File: src/rtl/traffic_phase_sequencer_pkg.sv
// Shared types and lamp codes for the N-phase intersection controller.
package traffic_pkg;

  typedef enum logic [1:0] {
    ST_ALL_RED = 2'b00,
    ST_GREEN   = 2'b01,
    ST_YELLOW  = 2'b10
  } state_e;

  // Per-phase lamp encoding {R,Y,G}
  localparam logic [2:0] LAMP_RED = 3'b100;
  localparam logic [2:0] LAMP_YEL = 3'b010;
  localparam logic [2:0] LAMP_GRN = 3'b001;

endpackage

File: src/rtl/traffic_phase_sequencer_if.sv
// Signal bundle between the timebase/demand side and the sequencer core.
// master: the controlling environment; slave: the sequencer.
interface traffic_phase_sequencer_if #(
  parameter int NUM_PHASES = 4,
  parameter int CNT_W      = 8
);
  localparam int PH_W = $clog2(NUM_PHASES);

  logic                        tick;
  logic [NUM_PHASES-1:0]       req;
  logic [NUM_PHASES*CNT_W-1:0] green_time;
  logic [CNT_W-1:0]            yellow_time;
  logic [CNT_W-1:0]            allred_time;
  logic                        emerg;
  logic [PH_W-1:0]             emerg_phase;
  logic [NUM_PHASES*3-1:0]     light;
  logic [PH_W-1:0]             cur_phase;
  logic [1:0]                  state;
  logic                        emerg_active;

  modport master (
    output tick, req, green_time, yellow_time, allred_time, emerg, emerg_phase,
    input  light, cur_phase, state, emerg_active
  );

  modport slave (
    input  tick, req, green_time, yellow_time, allred_time, emerg, emerg_phase,
    output light, cur_phase, state, emerg_active
  );

endinterface

File: src/rtl/traffic_phase_sequencer_rr_select.sv
// Rotating-priority phase search: first requesting phase after i_cur_phase,
// wrapping, with i_cur_phase itself considered last. No demand -> next phase.
module traffic_rr_select #(
  parameter int NUM_PHASES = 4,
  parameter int PH_W       = $clog2(NUM_PHASES)
) (
  input  logic [NUM_PHASES-1:0] i_req,
  input  logic [PH_W-1:0]       i_cur_phase,
  output logic [PH_W-1:0]       o_next_phase
);

  logic            w_found;
  logic [PH_W-1:0] w_idx;

  // Scan offsets 1..NUM_PHASES; the first hit wins
  always_comb begin
    w_found      = 1'b0;
    w_idx        = '0;
    o_next_phase = PH_W'((32'(i_cur_phase) + 32'd1) % NUM_PHASES);
    for (int unsigned k = 1; k <= NUM_PHASES; k++) begin
      w_idx = PH_W'((32'(i_cur_phase) + k) % NUM_PHASES);
      if (!w_found && i_req[w_idx]) begin
        o_next_phase = w_idx;
        w_found      = 1'b1;
      end
    end
  end

endmodule

File: src/rtl/traffic_phase_sequencer.sv
// N-phase intersection controller: ALL_RED -> GREEN -> YELLOW -> ALL_RED,
// tick-driven per-state timer, demand-based phase skipping.
// Optional emergency pre-emption enabled by defining EMERGENCY_PREEMPT_EN.
module traffic_phase_sequencer #(
  parameter int NUM_PHASES = 4,
  parameter int CNT_W      = 8
) (
  input logic                    clk,
  input logic                    rst,
  traffic_phase_sequencer_if.slave bus
);
  import traffic_pkg::*;

  localparam int PH_W = $clog2(NUM_PHASES);

  state_e                  r_state, w_state_nxt;
  logic [PH_W-1:0]         r_phase, w_phase_nxt;
  logic [PH_W-1:0]         w_rr_next, w_sel;
  logic [CNT_W-1:0]        r_timer, w_timer_nxt;
  logic [NUM_PHASES*3-1:0] r_light, w_light_nxt;
  logic                    r_emerg_act, w_emerg_act_nxt;
  logic                    w_emerg_now;
  logic [PH_W-1:0]         w_emerg_ph;

  // A programmed duration of zero still occupies one tick
  function automatic logic [CNT_W-1:0] load_dur(input logic [CNT_W-1:0] d);
    return (d == '0) ? CNT_W'(1) : d;
  endfunction

  traffic_rr_select #(
    .NUM_PHASES(NUM_PHASES),
    .PH_W      (PH_W)
  ) u_rr_select (
    .i_req       (bus.req),
    .i_cur_phase (r_phase),
    .o_next_phase(w_rr_next)
  );

`ifdef EMERGENCY_PREEMPT_EN
  logic [PH_W-1:0] r_emerg_ph;

  assign w_emerg_now = bus.emerg && ({1'b0, bus.emerg_phase} < (PH_W+1)'(NUM_PHASES));
  assign w_emerg_ph  = w_emerg_now ? bus.emerg_phase : r_emerg_ph;

  // Remember the requested phase so a request released during YELLOW/ALL_RED
  // is still served
  always_ff @(posedge clk) begin
    if (!rst) begin
      r_emerg_ph <= '0;
    end else if (w_emerg_now) begin
      r_emerg_ph <= bus.emerg_phase;
    end
  end
`else
  logic w_unused_emerg;

  assign w_emerg_now    = 1'b0;
  assign w_emerg_ph     = '0;
  assign w_unused_emerg = bus.emerg ^ (^bus.emerg_phase);
`endif

  // Next-state, next-phase and timer reload/countdown
  always_comb begin
    w_state_nxt     = r_state;
    w_phase_nxt     = r_phase;
    w_timer_nxt     = r_timer;
    w_emerg_act_nxt = r_emerg_act | w_emerg_now;
    w_sel           = (w_emerg_now || r_emerg_act) ? w_emerg_ph : w_rr_next;
    case (r_state)
      ST_ALL_RED: begin
        if (bus.tick) begin
          if (r_timer == CNT_W'(1)) begin
            w_state_nxt = ST_GREEN;
            w_phase_nxt = w_sel;
            w_timer_nxt = load_dur(bus.green_time[w_sel*CNT_W +: CNT_W]);
          end else begin
            w_timer_nxt = r_timer - CNT_W'(1);
          end
        end
      end
      ST_GREEN: begin
        if (w_emerg_now && (r_phase != w_emerg_ph)) begin
          w_state_nxt = ST_YELLOW;
          w_timer_nxt = load_dur(bus.yellow_time);
        end else if (w_emerg_now) begin
          w_timer_nxt = r_timer;
        end else if (bus.tick) begin
          if (r_timer == CNT_W'(1)) begin
            w_state_nxt = ST_YELLOW;
            w_timer_nxt = load_dur(bus.yellow_time);
            if (r_emerg_act && (r_phase == w_emerg_ph)) begin
              w_emerg_act_nxt = 1'b0;
            end
          end else begin
            w_timer_nxt = r_timer - CNT_W'(1);
          end
        end
      end
      ST_YELLOW: begin
        if (bus.tick) begin
          if (r_timer == CNT_W'(1)) begin
            w_state_nxt = ST_ALL_RED;
            w_timer_nxt = load_dur(bus.allred_time);
          end else begin
            w_timer_nxt = r_timer - CNT_W'(1);
          end
        end
      end
      default: begin
        w_state_nxt = ST_ALL_RED;
        w_timer_nxt = load_dur(bus.allred_time);
      end
    endcase
  end

  // Lamp pattern decoded from the next state so lamps change with the state
  always_comb begin
    w_light_nxt = {NUM_PHASES{LAMP_RED}};
    for (int unsigned p = 0; p < NUM_PHASES; p++) begin
      if (w_phase_nxt == PH_W'(p)) begin
        if (w_state_nxt == ST_GREEN) begin
          w_light_nxt[p*3 +: 3] = LAMP_GRN;
        end else if (w_state_nxt == ST_YELLOW) begin
          w_light_nxt[p*3 +: 3] = LAMP_YEL;
        end
      end
    end
  end

  // State, phase, timer and registered outputs
  always_ff @(posedge clk) begin
    if (!rst) begin
      r_state     <= ST_ALL_RED;
      r_phase     <= PH_W'(NUM_PHASES - 1);
      r_timer     <= load_dur(bus.allred_time);
      r_light     <= {NUM_PHASES{LAMP_RED}};
      r_emerg_act <= 1'b0;
    end else begin
      r_state     <= w_state_nxt;
      r_phase     <= w_phase_nxt;
      r_timer     <= w_timer_nxt;
      r_light     <= w_light_nxt;
      r_emerg_act <= w_emerg_act_nxt;
    end
  end

  assign bus.light        = r_light;
  assign bus.cur_phase    = r_phase;
  assign bus.state        = r_state;
  assign bus.emerg_active = r_emerg_act;

endmodule
File: src/flat_wrapper.sv
// flat-port wrapper written by rule: the top's interface ports become plain ports
module traffic_phase_sequencer_flat import traffic_pkg::*;
#(
  parameter int NUM_PHASES = 4,
  parameter int CNT_W      = 8
)
  (clk, rst, bus_tick, bus_req, bus_green_time, bus_yellow_time, bus_allred_time, bus_emerg, bus_emerg_phase, bus_light, bus_cur_phase, bus_state, bus_emerg_active);
  traffic_phase_sequencer_if #(.NUM_PHASES(NUM_PHASES), .CNT_W(CNT_W)) bus_i ();
  input logic clk;
  input logic rst;
  input wire logic [$bits(bus_i.tick)-1:0] bus_tick;
  input wire logic [$bits(bus_i.req)-1:0] bus_req;
  input wire logic [$bits(bus_i.green_time)-1:0] bus_green_time;
  input wire logic [$bits(bus_i.yellow_time)-1:0] bus_yellow_time;
  input wire logic [$bits(bus_i.allred_time)-1:0] bus_allred_time;
  input wire logic [$bits(bus_i.emerg)-1:0] bus_emerg;
  input wire logic [$bits(bus_i.emerg_phase)-1:0] bus_emerg_phase;
  output wire logic [$bits(bus_i.light)-1:0] bus_light;
  output wire logic [$bits(bus_i.cur_phase)-1:0] bus_cur_phase;
  output wire logic [$bits(bus_i.state)-1:0] bus_state;
  output wire logic [$bits(bus_i.emerg_active)-1:0] bus_emerg_active;
  assign bus_i.tick = bus_tick;
  assign bus_i.req = bus_req;
  assign bus_i.green_time = bus_green_time;
  assign bus_i.yellow_time = bus_yellow_time;
  assign bus_i.allred_time = bus_allred_time;
  assign bus_i.emerg = bus_emerg;
  assign bus_i.emerg_phase = bus_emerg_phase;
  assign bus_light = bus_i.light;
  assign bus_cur_phase = bus_i.cur_phase;
  assign bus_state = bus_i.state;
  assign bus_emerg_active = bus_i.emerg_active;
  traffic_phase_sequencer #(.NUM_PHASES(NUM_PHASES), .CNT_W(CNT_W)) u_core (.clk(clk), .rst(rst), .bus(bus_i));
endmodule
File: config.mk
export PLATFORM = sky130hd
export DESIGN_NAME = traffic_phase_sequencer_flat
export DESIGN_NICKNAME = d
export VERILOG_FILES = /design/src/rtl/traffic_phase_sequencer_pkg.sv /design/src/rtl/traffic_phase_sequencer_if.sv /design/src/rtl/traffic_phase_sequencer_rr_select.sv /design/src/rtl/traffic_phase_sequencer.sv /design/src/flat_wrapper.sv
export SDC_FILE = /design/constraint.sdc
export NUM_CORES = 1
export LEC_CHECK = 0
export CAP_MARGIN = 20
export CORE_MARGIN = 2
export CORE_UTILIZATION = 40
export CTS_CLUSTER_DIAMETER = 150
export DETAILED_ROUTE_END_ITERATION = 12
export HOLD_SLACK_MARGIN = 0.1
export MAX_ROUTING_LAYER = met4
export PLACE_DENSITY = 0.73
export SKIP_CTS_REPAIR_TIMING = 1
export SLEW_MARGIN = 20
export SYNTH_ARGS = -nofsm -noshare
export SYNTH_HDL_FRONTEND = slang
export SYNTH_SLANG_ARGS = --single-unit
File: constraint.sdc
create_clock -name clk -period 2.9 [get_ports clk]
set_input_delay 0.725 -clock clk [delete_from_list [all_inputs] [get_ports clk]]
set_output_delay 0.725 -clock clk [all_outputs]
set_load 0.02 [all_outputs]
### Word-level counts from Yosys, hierarchy flattened

Index checks and enable logic that the tools add are counted.
Widths: inputs -> output; s select.

* bits of input ports: 58
* register bits after elaboration: 24
* output and inout bits: 17

* add/subtract/negate cells: 5
* shifts and indexed selects: 1
* magnitude comparators: 4
* multiplexer cells: 37
* eq/ne operators: 11
* reduce and logical (&&, ||, !) cells: 16

Operators with widths (count)
* $mux 8: 10
* $shiftx 32x6->8: 1
* $logic_not 8->1: 3
* $mux 2: 12
* $pmux 8 s3: 1
* $lt 2x3->1 const B: 4
* $ne 3x3->1 const B: 3
* $bmux 1 s2: 4
* $eq 2x2->1 const B: 4
* $eq 8x1->1 const B: 1
* $reduce_and 2->1: 4
* $sub 8x1->8 const B: 1
* $mux 1: 7
* $eq 2x1->1 const B: 3
* $mux 3: 2
* $pmux 2 s3: 1
* $add 2x1->2 const B: 2
* $add 2x2->2 const B: 2
* $logic_not 2->1: 2
* $logic_and 1x1->1: 3
* $logic_not 1->1: 3
* $reduce_and 3->1: 1

### Longest topological paths before layout

* depth in word-level cells: 20
* depth in mapped cells: 11
* gate-level depth less buffers: 11

### By module

Synthesis repeated with hierarchy kept, for this count alone.

* cell total of the unflattened synthesis: 174
* area, all modules: 1677.9 µm²

By module, submodules not included
* traffic_phase_sequencer: sequential area each 560.5 µm², cells each 157, times used 1, area an instance 1572.8 µm²
* traffic_rr_select: sequential area each 0.0 µm², cells each 17, times used 1, area an instance 105.1 µm²

### Worst setup path after synthesis

No wires, ideal clock.

* path kind: input-to-reg
* from: input port bus_req[1]
* to: register u_core.r_timer[0], data pin
* arrival: 2429 ps
* library setup time: 145 ps
* data required time: 2755 ps
* stages on the path: 9
* slack: 326 ps
* cell sequence: inv_1 o22ai_1 a222oi_1 buf_4 buf_6 mux2i_1 mux2i_1 or4b_1 o21ai_1

* cells in the longest elaborated chain, start to end: 19
* elaborated cells between the ends (all ways): 27

RTL lines
* start: declaration: RTL line flat_wrapper.sv:12 `input wire logic [$bits(bus_i.req)-1:0] bus_req;`
* $bmux 1 s2: RTL line traffic_phase_sequencer_rr_select.sv:22 `if (!w_found && i_req[w_idx]) begin`
* $mux 1 (not written as such): RTL line traffic_phase_sequencer_rr_select.sv:22
* $mux 1: RTL line traffic_phase_sequencer_rr_select.sv:22
* $logic_not 1->1: RTL line traffic_phase_sequencer_rr_select.sv:22
* $logic_and 1x1->1: RTL line traffic_phase_sequencer_rr_select.sv:22
* $mux 1: RTL line traffic_phase_sequencer_rr_select.sv:22
* $logic_not 1->1: RTL line traffic_phase_sequencer_rr_select.sv:22
* $logic_and 1x1->1: RTL line traffic_phase_sequencer_rr_select.sv:22
* [... 3 more ...]
* $mux 2 (*): RTL line traffic_phase_sequencer_rr_select.sv:22
* $shiftx 32x6->8 (*): RTL line traffic_phase_sequencer.sv:75 `w_timer_nxt = load_dur(bus.green_time[w_sel*CNT_W +: CNT_W]);`
* $logic_not 8->1: RTL line traffic_phase_sequencer.sv:27 `return (d == '0) ? CNT_W'(1) : d;`
* $mux 8 (*): RTL line traffic_phase_sequencer.sv:27
* $mux 8 (*): RTL line traffic_phase_sequencer.sv:72 `if (r_timer == CNT_W'(1)) begin`
* $mux 8 (*): RTL line traffic_phase_sequencer.sv:71 `if (bus.tick) begin`
* $pmux 8 s3 (*): RTL line traffic_phase_sequencer.sv:69 `case (r_state)`
* $mux 8 (*): RTL line traffic_phase_sequencer.sv:132 `if (!rst) begin`
* end signal: assignment: RTL line traffic_phase_sequencer.sv:135 `r_timer <= load_dur(bus.allred_time);`
* end signal: assignment: RTL line traffic_phase_sequencer.sv:141 `r_timer <= w_timer_nxt;`
* end: declaration: RTL line traffic_phase_sequencer.sv:19 `logic [CNT_W-1:0] r_timer, w_timer_nxt;`

Every way passes the cells marked *; elsewhere a longest branch is shown, timed or not. The select of a mux whose other input is x is not followed.
A chain may end at the register's enable or synchronous reset.

### Final worst setup path

* from: input port bus_allred_time[5]
* to: register u_core.r_timer[0], data pin

* cells in the longest elaborated chain, start to end: 6

RTL lines
* start: declaration: RTL line flat_wrapper.sv:15 `input wire logic [$bits(bus_i.allred_time)-1:0] bus_allred_time;`
* $logic_not 8->1 (*): RTL line traffic_phase_sequencer.sv:27
* $mux 8 (*): RTL line traffic_phase_sequencer.sv:27
* $mux 8: RTL line traffic_phase_sequencer.sv:101 `if (r_timer == CNT_W'(1)) begin`
* $mux 8: RTL line traffic_phase_sequencer.sv:100 `if (bus.tick) begin`
* $pmux 8 s3: RTL line traffic_phase_sequencer.sv:69
* $mux 8 (*): RTL line traffic_phase_sequencer.sv:132

Marks and branches as above.

==> impl_metrics.yaml <==
finish:
  fillers: 354
  drive_above_1_share_pct: 14.97
  utilization_pct: 64.77
  finalNonFillerCells: 346
  syn_to_final_growth_pct: 58.90
  finish.net_count: 357
  design_area_mm2: 0.002781
  antenna_cells: 0
critical_path:
  r2r-end: "u_core.r_timer[0]"
  start_kind: "input pin"
  crit_end: "u_core.r_timer[0]"
  reg2reg_slack_ns: 0.32
  r2r_start: "u_core.bus.cur_phase[0]"
  end_kind: "register"
  critical_path_arrival_ns: 2.82
  critPathSlowestCell: "nor4_1"
  cp_max_fo: 2
  reg2regPathDepth: 10
  criticalPathCategory: "in2reg"
  path_cells: "clkdlybuf4s50_1, nor4_1, a21oi_1, a21oi_1, o32ai_1, mux2i_1, or4b_1, o21ai_1"
  max_stage_delay_ns: 0.45
  cp.required_ns: 3.03
  startpoint: "bus_allred_time[5]"
  cpMostUsedCell: "a21oi_1"
clock_network:
  cts_tree: "done"
  insertion_delay_ns: 0.27
  root_buffer: "clkbuf_8"
  htree_levels: 1
  cts_sinks: 24
  cts_max_path_buffers: 2
  clk_pin_slew_ns: 0.09
  cts_buffers: 3
logic_synthesis:
  synth_nets: 263
  synth.area.top_cells: "dfxtp_1 18%, mux2i_1 15%, edfxtp_1 14%, o221ai_1 4.5%, nor2_1 3.4%"
  ys_seq_area_share_pct: 32.02
  ys_async_sr_fraction_pct: 0
  synthDistinctLibCells: 46
  ys_warn_count: 0
  yosys_most_used_dff: "dfxtp_1"
  synth_area_per_cell_um2: 8.709
  syn_area_mm2: 0.001750
  yosysTopAreaCell: "dfxtp_1"
  synth_edf_count: 8
  yosysMostFrequentCell: "mux2i_1"
  netlist_instances: 201
  ys_top_cells_by_count: "26 x mux2i_1, 16 x dfxtp_1, 16 x nor2_1"
  ys_seq_elements: 24
  netlist.area_leader.share_pct: 18.30
placement:
  placed_cell_area_mm2: 0.002636
  gp_congestion: 0.8686
  portBuffers: 70
  post-place-ws_ns: -0.3132
  placedCellCount: 336
  hpwl_um: 3923
route:
  drt_pass1_iterations: 4
  drc: 0
  routed_wl_um: 5099
  drt_iter0_drc: 104
  num_vias: 1832
  ant_nets: 0
  viasPerCell: 5.295
  avgRoutedWirePerCell_um: 14.74
global_routing:
  grt_usage_pct: 21.00
  grt_pass1_vias: 1864
  grt_pass1_wl_um: 8273
  grt_max_degree: 16
  grt_overflow: 0
  antenna_found_initial: 0
sta:
  rsz0062_at_grt: "no"
  max_freq_ghz: 0.3721
  layout_setup_ws_ns: 0.2125
  final_period_minus_worst_setup_slack_ns: 2.687
  setup_tns_ns: 0
  finalClockSkew_ns: 0.002263
  finalSetupViolations: 0
  final.period_utilization_pct: 92.67
  finalMaxSlewViolations: 0
  hold_viol_final: 0
floorplanning:
  coreArea_mm2: 0.004294
  initial_utilization_pct: 40.76
  die-area_mm2: 0.004921
  row_count: 24
  die_height_um: 70.15
  ios: 75
  dieWidth_um: 70.15
power_and_ir_drop:
  power_leakage_nw: 1.165
  ir_drop_v: 0.0002891
  seqPwrFrac_pct: 41.4
  powerDensity_mw_per_mm2: 340.0
  combPwrFrac_pct: 30.7
  clkPwrFrac_pct: 27.9
  power.internal_mw: 0.6967
  switching_share_pct: 26.32
  p_switching_mw: 0.2489
status:
  status: "finished, final reports clean"
run:
  maxCapViolCount: 0
hold_path:
  min_path_type: "reg2reg"
## how the worst min path moves through the flow
stage / startpoint / endpoint / slack (ns) / cells past startpoint
finish: u_core.bus.cur_phase[0] / u_core.bus.light[8] / 0.75 / 3
global placement: u_core.bus.cur_phase[0] / u_core.bus.light[8] / 0.72 / 3
CTS: u_core.bus.cur_phase[0] / u_core.bus.light[8] / 0.74 / 3
global route: u_core.bus.cur_phase[1] / u_core.bus.light[6] / 0.81 / 2
detailed placement: u_core.bus.cur_phase[0] / u_core.bus.light[8] / 0.72 / 3
floorplan: u_core.bus.cur_phase[0] / u_core.bus.light[3] / 0.73 / 2
## state kept, by name (all words and copies together) (netlist names)
signal / count
u_core.bus.state: 2
u_core.bus.cur_phase: 2
u_core.bus.light: 12
u_core.r_timer: 8
## power by group through the flow
| stage | clock network, mW | logic [mW] | registers [mW] |
|---|---|---|---|
| after floorplan | 0 | 0.137 | 0.394 |
| after global placement | 0 | 0.266 | 0.399 |
| after detailed placement | 0 | 0.271 | 0.399 |
| after CTS | 0.265 | 0.273 | 0.391 |
| after global routing | 0.277 | 0.317 | 0.395 |
| final | 0.264 | 0.290 | 0.392 |
## area by class of cell
| type | count | area, um2 | area share (%) |
|---|---|---|---|
| clock buffer | 4 | 66.31 | 2.384 |
| timing repair buffer | 100 | 955.9 | 34.37 |
| sequential | 24 | 560.5 | 20.15 |
| multi-input combinational | 154 | 1089 | 39.14 |
| tap | 52 | 65.06 | 2.339 |
| inverter | 12 | 45.04 | 1.619 |
## worst max-delay path: cells and delay by family
family | cells | cell delay [ns]
and+or+nand+nor | 2 | 0.89
AOI/OAI and AO/OA | 4 | 0.62
buffers and inverters | 1 | 0.42
muxes | 1 | 0.16
## layer usage
layer | track usage (%) | up-vias | share of wire [%] | wire [um]
met3 | 5.483 | 6 | 6.9 | 353
met5 | - | - | 0 | 0
met4 | 4.701 | 0 | 1.5 | 74
met1 | 24.73 | 848 | 41 | 2110
li1 | - | 921 | - | -
met2 | 36.08 | 57 | 50 | 2560
## logic make-up after synthesis
logic type                 Yosys count  share of synthesized area [%]
DFF                                 24                          32.02
xor gates and xnor gates             4                          2.002
other                                1                         0.2142
muxes                               27                          16.15
adders and majority gates            4                          2.859
buffers and inverters               23                          6.004
and+or+nand+nor                     68                          21.52
AOI/OAI and AO/OA                   50                          19.23
## metrics by stage
stage                     power, mW  hold slack [ns]
after floorplan              0.5315           0.7270
after global placement       0.6646           0.7208
after detailed placement     0.6700           0.7240
after CTS                    0.9291           0.7427
after global routing         0.9893           0.8086
final                        0.9456           0.7487
## layout by cell type, fill, tap and decap left out, drive strengths merged, types with 7 or more instances in the layout
cell type and instances:
o221ai 9, nand2 14, nor2 17, clkdlybuf4s50 66
edfxtp 8, inv 11, o21ai 14, buf 30
dfxtp 16, a21oi 12, mux2i 27, nor3 7
No activity file was read; power rests on OpenSTA's default activity.
==> edit, RTL diff (same settings) <==
The option `EMERGENCY_PREEMPT_EN` is turned on by a define.
--- a/src/rtl/traffic_phase_sequencer.sv
+++ b/src/rtl/traffic_phase_sequencer.sv
@@ -1,6 +1,8 @@
 // N-phase intersection controller: ALL_RED -> GREEN -> YELLOW -> ALL_RED,
 // tick-driven per-state timer, demand-based phase skipping.
 // Optional emergency pre-emption enabled by defining EMERGENCY_PREEMPT_EN.
+`define EMERGENCY_PREEMPT_EN
+
 module traffic_phase_sequencer #(
   parameter int NUM_PHASES = 4,
   parameter int CNT_W      = 8
Function: changed (a bounded check fails within 4 cycles, from zero or initial values and one cycle with rst low).
==> edit against the original RTL <==
  * Routed wire length increased by 22%
  * Worst setup slack got worse by 0.10 ns
  * Critical path type unchanged
  * Largest cell class unchanged
  * Maximum frequency decreased by 3.6%
  * Largest power group unchanged
  * Total power increased by 7.2%
  * Final area increased by 15%
  * Sequential cell count increased by 3
  * Area after synthesis increased by 20%
  * Non-clock buffer count increased by 10
==> edit: results (changes against the original RTL) <==
GRT
  • Met2 Usage GRT: 39.0% (+2.9 points)
  • Global-route usage over all layers: 21.8% (+0.75 points)
  • Vias in the first global route: 2244 (+20%)
  • Met1 global-route usage: 26.4% (+1.6 points)
  • Largest net degree at the start of global routing: 18 (+2)
  • Met3 usage: 2.84% (-2.6 points)
  • First-pass GRT wire length: 10200 µm (+24%)
  • Initial antenna violation count: 0 (unchanged)

Clocking
  • Clock root buffer: clkbuf_8
  • Total CTS buffers: 3 (unchanged)
  • Clk_lat worst skew: 0.28 ns
  • Max Root-Sink Buffers: 2 (unchanged)
  • H-tree Lvls: 1 (unchanged)

Detailed routing
  • Via Count: 2298 (+25%)
  • DRT Pass-1 Iters: 4 (unchanged)
  • Post-DR wirelength/cell: 14.7 µm (-0.39%)
  • Initial drt markers: 212 (+100%)

Placed design
  • # port buffers: 74 (+5.7%)
  • Placed cell count: 413 (+23%)
  • Placed wire-length estimate: 4900 µm (+25%)
  • Placer Congestion: 0.936 (+7.7%)
  • Pre-CTS setup slack: -0.316 ns (-0.00233 ns)
  • Placed inst area: 3070 µm² (+16%)

Floorplanning
  • Die span in x: 76.4 µm (+8.9%)

Setup path
  • CP top delay family: buffers and inverters
  • Slowest-stage cell, CP: clkdlybuf4s50_1
  • Critical path fanouts, max: 7 (+5)
  • CP peak stage delay: 0.45 ns (about the same)
  • CP arrival: 2.89 ns (+0.07 ns)

Synth
  • Syn nets: 316 (+20%)
  • Synth warn: 0 (unchanged)
  • Syn avg cell area: 8.25 µm² (-5.3%)
  • Top cells by area, synth: dfxtp_1 18%, mux2i_1 12%, edfxtp_1 11%, nor2_1 5.4%, a21oi_1 4.1%
  • Cell variety after synth: 53 (+15%)
  • Synth cell count leaders: 30 x nor2_1, 25 x mux2i_1, 20 x nand2_1
  • Seq/Total Area, Yosys: 29.6% (-2.4 points)
  • Post-synth ARST share: 0% (unchanged)

Outcome
  • Outcome: finished, final reports clean

Final layout
  • Fillers: 467 (+32%)
  • Fin cells: 424 (+23%)
  • Largest register FFs: 12 (unchanged)
  • Share of layout cells above drive strength 1: 15.8% (+0.85 points)

Timing
  • Worst Tran Pin Value: between 0.5 and 0.6 ns
  • Setup Skew: 0.00524 ns (+0.00298 ns)

Power
  • Leakage: 1.32 nW (+13%)
  • Max VDD drop: 0.270 mV (-6.6%)

Worst hold path
  • Worst Hold Class: register to register
edit: cell types whose count changed after synthesis, moves of 4 or more:
cell      change
a21oi_1       +6
a31oi_1       +4
nor2_1       +14
and2_1        +8
a22oi_1       -5
nand2_1       +8
o211ai_1      +6
o221ai_1      -8
xnor2_1       +5
mux2_2        +6
edit: final timing paths:
kind | slack, ns | cells after the start | end | start
worst max-delay path | 0.11 | 12 | u_core.r_timer[6] | bus_emerg
worst min register to register | 0.56 | 2 | u_core.r_emerg_ph[0] | u_core.r_emerg_ph[0]
worst min-delay path | 0.56 | 2 | u_core.r_emerg_ph[0] | u_core.r_emerg_ph[0]
worst max register to register | 0.33 | 8 | u_core.bus.light[11] | u_core.r_timer[3]
edit: final cells by class:
type	instances	area, µm²	area share, %
clock inverter	1	8.76	0.273
multi-input combinational	202	1360	42.5
clock buffer	3	41.3	1.29
tap	70	87.6	2.73
sequential	27	621	19.4
inverter	11	41.3	1.29
timing repair buffer	110	1050	32.6
edit: logic make-up after synthesis:
group / synth area share, %
AO/OA/AOI/OAI: 19.3
XOR/XNOR: 4.18
adder cells (fa/ha/maj): 2.39
buffers and inverters: 6.27
flip-flops: 29.6
multiplexers: 15.2
AND/OR/NAND/NOR: 23.0
edit: routing by layer:
metal | wire, µm | vias up
met5 | 0 | -
met4 | 71 | 0
met3 | 393 | 10
met2 | 3230 | 82
met1 | 2530 | 1089
li1 | - | 1117
edit: power by group:
group	switching, mW	internal (mW)	total [mW]
Clock	0.134	0.101	0.235
Combinational	0.150	0.205	0.355
Sequential	0.0159	0.408	0.424
edit: worst register-to-register path, stage by stage, from the launching register on:
cell      delay, ns
edfxtp_1       0.47
nor4_2         0.43
and3_1         0.36
and3_1         0.18
o21ai_0        0.08
nor3b_1        0.19
inv_1          0.11
ha_1           0.25
or3_1          0.38
